**src/rtl/scan_dff_bank.sv**
```systemverilog
// Scannable register bank: functional load, sync set, manual shift and an autonomous WIDTH-cycle shift sequencer.
// Latency: Q updates one edge after the controlling input; SCAN_BUSY rises one edge after an accepted SCAN_START.
// Backpressure: none; SCAN_START is only sampled in IDLE, so requests made while busy or done are dropped.
module scan_dff_bank #(
    parameter int              WIDTH     = 8,
    parameter logic [WIDTH-1:0] RESET_VAL = '0,
    parameter logic [WIDTH-1:0] SET_VAL   = '1
) (
    input  logic             CK,
    input  logic             RN,
    input  logic [WIDTH-1:0] D,
    input  logic             EN,
    input  logic             SETN,
    input  logic             SE,
    input  logic             SI,
    output logic             SO,
    input  logic             SCAN_START,
    output logic             SCAN_BUSY,
    output logic             SCAN_DONE,
    output logic [WIDTH-1:0] Q,
    output logic [WIDTH-1:0] QN
);

    localparam int CntW = $clog2(WIDTH + 1);

    typedef enum logic [1:0] {
        IDLE  = 2'd0,
        SHIFT = 2'd1,
        DONE  = 2'd2
    } state_t;

    state_t            state;
    logic [CntW-1:0]   shiftCnt;
    logic [WIDTH-1:0]  qReg;
    logic [WIDTH-1:0]  shifted;

    // Written bitwise so a single-bit bank degenerates to Q <= SI without a negative slice.
    always_comb begin
        shifted    = qReg << 1;
        shifted[0] = SI;
    end

    always_ff @(posedge CK) begin
        if (!RN) begin
            qReg     <= RESET_VAL;
            state    <= IDLE;
            shiftCnt <= '0;
        end else if (!SETN) begin
            // Set also aborts any running sequence; DONE is skipped so no completion pulse.
            qReg     <= SET_VAL;
            state    <= IDLE;
            shiftCnt <= '0;
        end else begin
            case (state)
                SHIFT: begin
                    qReg <= shifted;
                    if (shiftCnt == '0) begin
                        state <= DONE;
                    end else begin
                        shiftCnt <= shiftCnt - 1'b1;
                    end
                end
                default: begin
                    if (SE) begin
                        qReg <= shifted;
                    end else if (EN) begin
                        qReg <= D;
                    end
                    if (state == IDLE && SCAN_START) begin
                        state    <= SHIFT;
                        shiftCnt <= CntW'(WIDTH - 1);
                    end else begin
                        state <= IDLE;
                    end
                end
            endcase
        end
    end

    assign Q         = qReg;
    assign QN        = ~qReg;
    assign SO        = qReg[WIDTH-1];
    assign SCAN_BUSY = (state == SHIFT);
    assign SCAN_DONE = (state == DONE);

endmodule

```
**config.mk**
```make
export PLATFORM = sky130hd
export DESIGN_NAME = scan_dff_bank
export DESIGN_NICKNAME = d
export VERILOG_FILES = /design/src/rtl/scan_dff_bank.sv
export SDC_FILE = /design/constraint.sdc
export NUM_CORES = 1
export LEC_CHECK = 0
export BUFFER_PORTS_ARGS = -buffer_cell sky130_fd_sc_hd__buf_2
export CAP_MARGIN = 20
export CORE_ASPECT_RATIO = 1.25
export CORE_UTILIZATION = 40
export CTS_BUF_LIST = sky130_fd_sc_hd__clkbuf_8
export DETAILED_ROUTE_END_ITERATION = 7
export MAX_ROUTING_LAYER = met4
export PLACE_DENSITY_LB_ADDON = 0.05
export SYNTH_ARGS = -nofsm -noshare
export SYNTH_HDL_FRONTEND = slang
export SYNTH_SLANG_ARGS = --single-unit
export TNS_END_PERCENT = 50
```
**constraint.sdc**
```tcl
create_clock -name CK -period 2 [get_ports CK]
set_clock_uncertainty 0.05 [all_clocks]
set_input_delay 0.4 -clock CK [delete_from_list [all_inputs] [get_ports CK]]
set_output_delay 0.4 -clock CK [all_outputs]
set_load 0.05 [all_outputs]
```
==> reports/qor.yml <==
wl_per_cell_um: 12.2
p_clk_share_pct: 32.6
cts_tree: "done"
grt_overflow: 0
timing.rr.start: "shiftCnt[0]$_SDFFE_PN0P_"
drt_iter0_markers: 13
synth_common_cells: "dfxtp_1 (14), inv_1 (12), o21ai_0 (11)"
required_ns: 1.55
critPathKind: "register to output port"
gp_congestion: 0.720
syn-num-nets: 107
grt_pass1_wl_um: 2910
fill_cells: 180
pin_count: 34
avgSynthCellArea_um2: 8.66
worstHoldStart: "SI"
drt_wl_total_um: 1720
p_sw_w: 0.000285
vias: 750
synth_edf_count: 0
root_buffer: "clkbuf_8"
synth_top_area_cell: "dfxtp_1"
grt_max_degree: 19
yosysWarnings: 0
sequentialPowerShare_pct: 38.2
max_cap_violations: 0
worstPathMaxFanout: 18
period_share_pct: 91.3
max_freq_mhz: 548
yosysSeqAreaShare_pct: 35.6
rows: 17
port_buffers: 33
status: "complete, no violations"
yosysTopAreaCellShare_pct: 35.6
grt_use_total_pct: 18.2
cts_resized: 0
cp-startpoint: "state[0]$_SDFFE_PN0P_"
hold_path.class: "primary input to register"
maxSlewViolCount: 0
cts_buffer_depth: 2
combinationalPowerShare_pct: 29.2
clock-sinks: 14
core-area_um2: 1810
worst_setup_path_start_kind: "register"
leakagePower_nw: 0.476
grt_pass1_vias: 665
fin_setup_tns_ns: 0
syn_area_um2: 788
die_x_um: 41.7
yosysMostFrequentCell: "dfxtp_1"
insertedDiodeCount: 0
nets: 139
dieArea_um2: 2150
layout-drive-gt1-share_pct: 34.4
die_h_um: 51.6
grt_setup_unrepaired: "false"
viasPerCell: 5.32
clk_pin_slew_ns: 0.06
cts_setup_buffers: 0
synth_ff_type: "dfxtp_1"
final_util_pct: 55.1
slew_headroom_pct: 72.1
critical_path.endpoint_type: "output port"
power.density_nw_per_um2: 835
ys_ff_latch: 14
p_int_w: 0.000546
place_hpwl_um: 1290
cts_hold_buf: 0
synthArstFlopShare_pct: 0
synth_cell_types: 25
period_minus_slack_ns: 1.83
dr.pass1.iters: 4
antenna_found_initial: 0
vdd_ir_drop_max_uv: 500
worst_slew_pin_slew_ns: 0.417
setup_viol: 0
ant_nets: 0
insertion_delay_ns: 0.24
synth_cells: 91
area_growth_pct: 26.3
final_hold_viol_count: 0
htreeDepth: 1
cts_made_buffers: 3
drc: 0
sw_frac_of_total_pct: 34.3
netlist_top_cells_area: "dfxtp_1 (36%), mux2i_1 (10%), a31oi_1 (7.9%)"
start_util_pct: 43.6
worstPathArrival_ns: 1.38
[state kept, by name, summed over array words and instances, names as in the netlist]
name,cells
state,2
Q,8
shiftCnt,4
[through the flow]
stage	setup WS [ns]	hold WS [ns]	area, um^2	std cells	power, W
after detailed placement	0.436	0.455	941	137	0.000568
after global routing	0.0850	0.442	996	141	0.000878
after CTS	0.179	0.406	996	141	0.000844
final	0.174	0.415	996	141	0.000832
after global placement	0.463	0.446	941	137	0.000567
after floorplan	0.413	0.423	788	91	0.000514
[power groups by stage]
stage	clock (W)	combinational, W	sequential, W
2_1_floorplan	0	0.000149	0.000365
3_3_place_gp	0	0.000243	0.000323
3_5_place_dp	0	0.000244	0.000324
4_1_cts	0.000282	0.000244	0.000318
5_1_grt	0.000296	0.000262	0.000321
6_report	0.000271	0.000242	0.000318
[placed cells by master (no fill, tap or decap), types with 2 or more instances in the layout]
cell type	count
a211o_1	2
a31oi_1	10
buf_2	33
clkbuf_8	4
dfxtp_1	14
inv_1	12
mux2i_1	8
nand2_1	2
nor3b_1	3
o21ai_0	11
o21bai_1	2
or3_1	9
[cells by family (layout without fill, tap and decap cells)]
kind of cell | after synthesis | after routing | share of synthesized area [%]
adder cells (fa/ha/maj) | 1 | 1 | 1.59
AO/OA/AOI/OAI | 28 | 28 | 22.2
flip-flops | 14 | 14 | 35.6
multiplexers | 9 | 9 | 12.1
AND/OR/NAND/NOR | 20 | 20 | 17.8
buffers and inverters | 19 | 50 | 10.8
[critical path, cell delays in order (launching register included)]
cell      delay [ns]
dfxtp_1         0.53
nand2b_4        0.10
inv_2           0.20
buf_2           0.31
[per-layer routing]
layer	wire length [um]	track usage, %
met5	0	-
met4	16	8.06
met3	77	4.17
met2	881	31.5
met1	745	20.0
[path summary, 6_finish.rpt]
path	slack, ns	cells after the start	end
max	0.17	3	SCAN_BUSY
min	0.41	3	Q[0]$_SDFFE_PN0P_
max reg2reg	0.45	5	shiftCnt[3]$_SDFFE_PN0P_
min reg2reg	0.46	2	shiftCnt[1]$_SDFFE_PN0P_
[layout make-up]
cell class | count | area, um^2 | area share (%)
Multi-Input combinational cell | 58 | 423 | 42.5
Sequential cell | 14 | 280 | 28.1
Timing Repair Buffer | 33 | 165 | 16.6
Clock buffer | 4 | 55.1 | 5.53
Inverter | 13 | 48.8 | 4.90
Tap cell | 19 | 23.8 | 2.39
No activity file was read; power rests on OpenSTA's default activity.
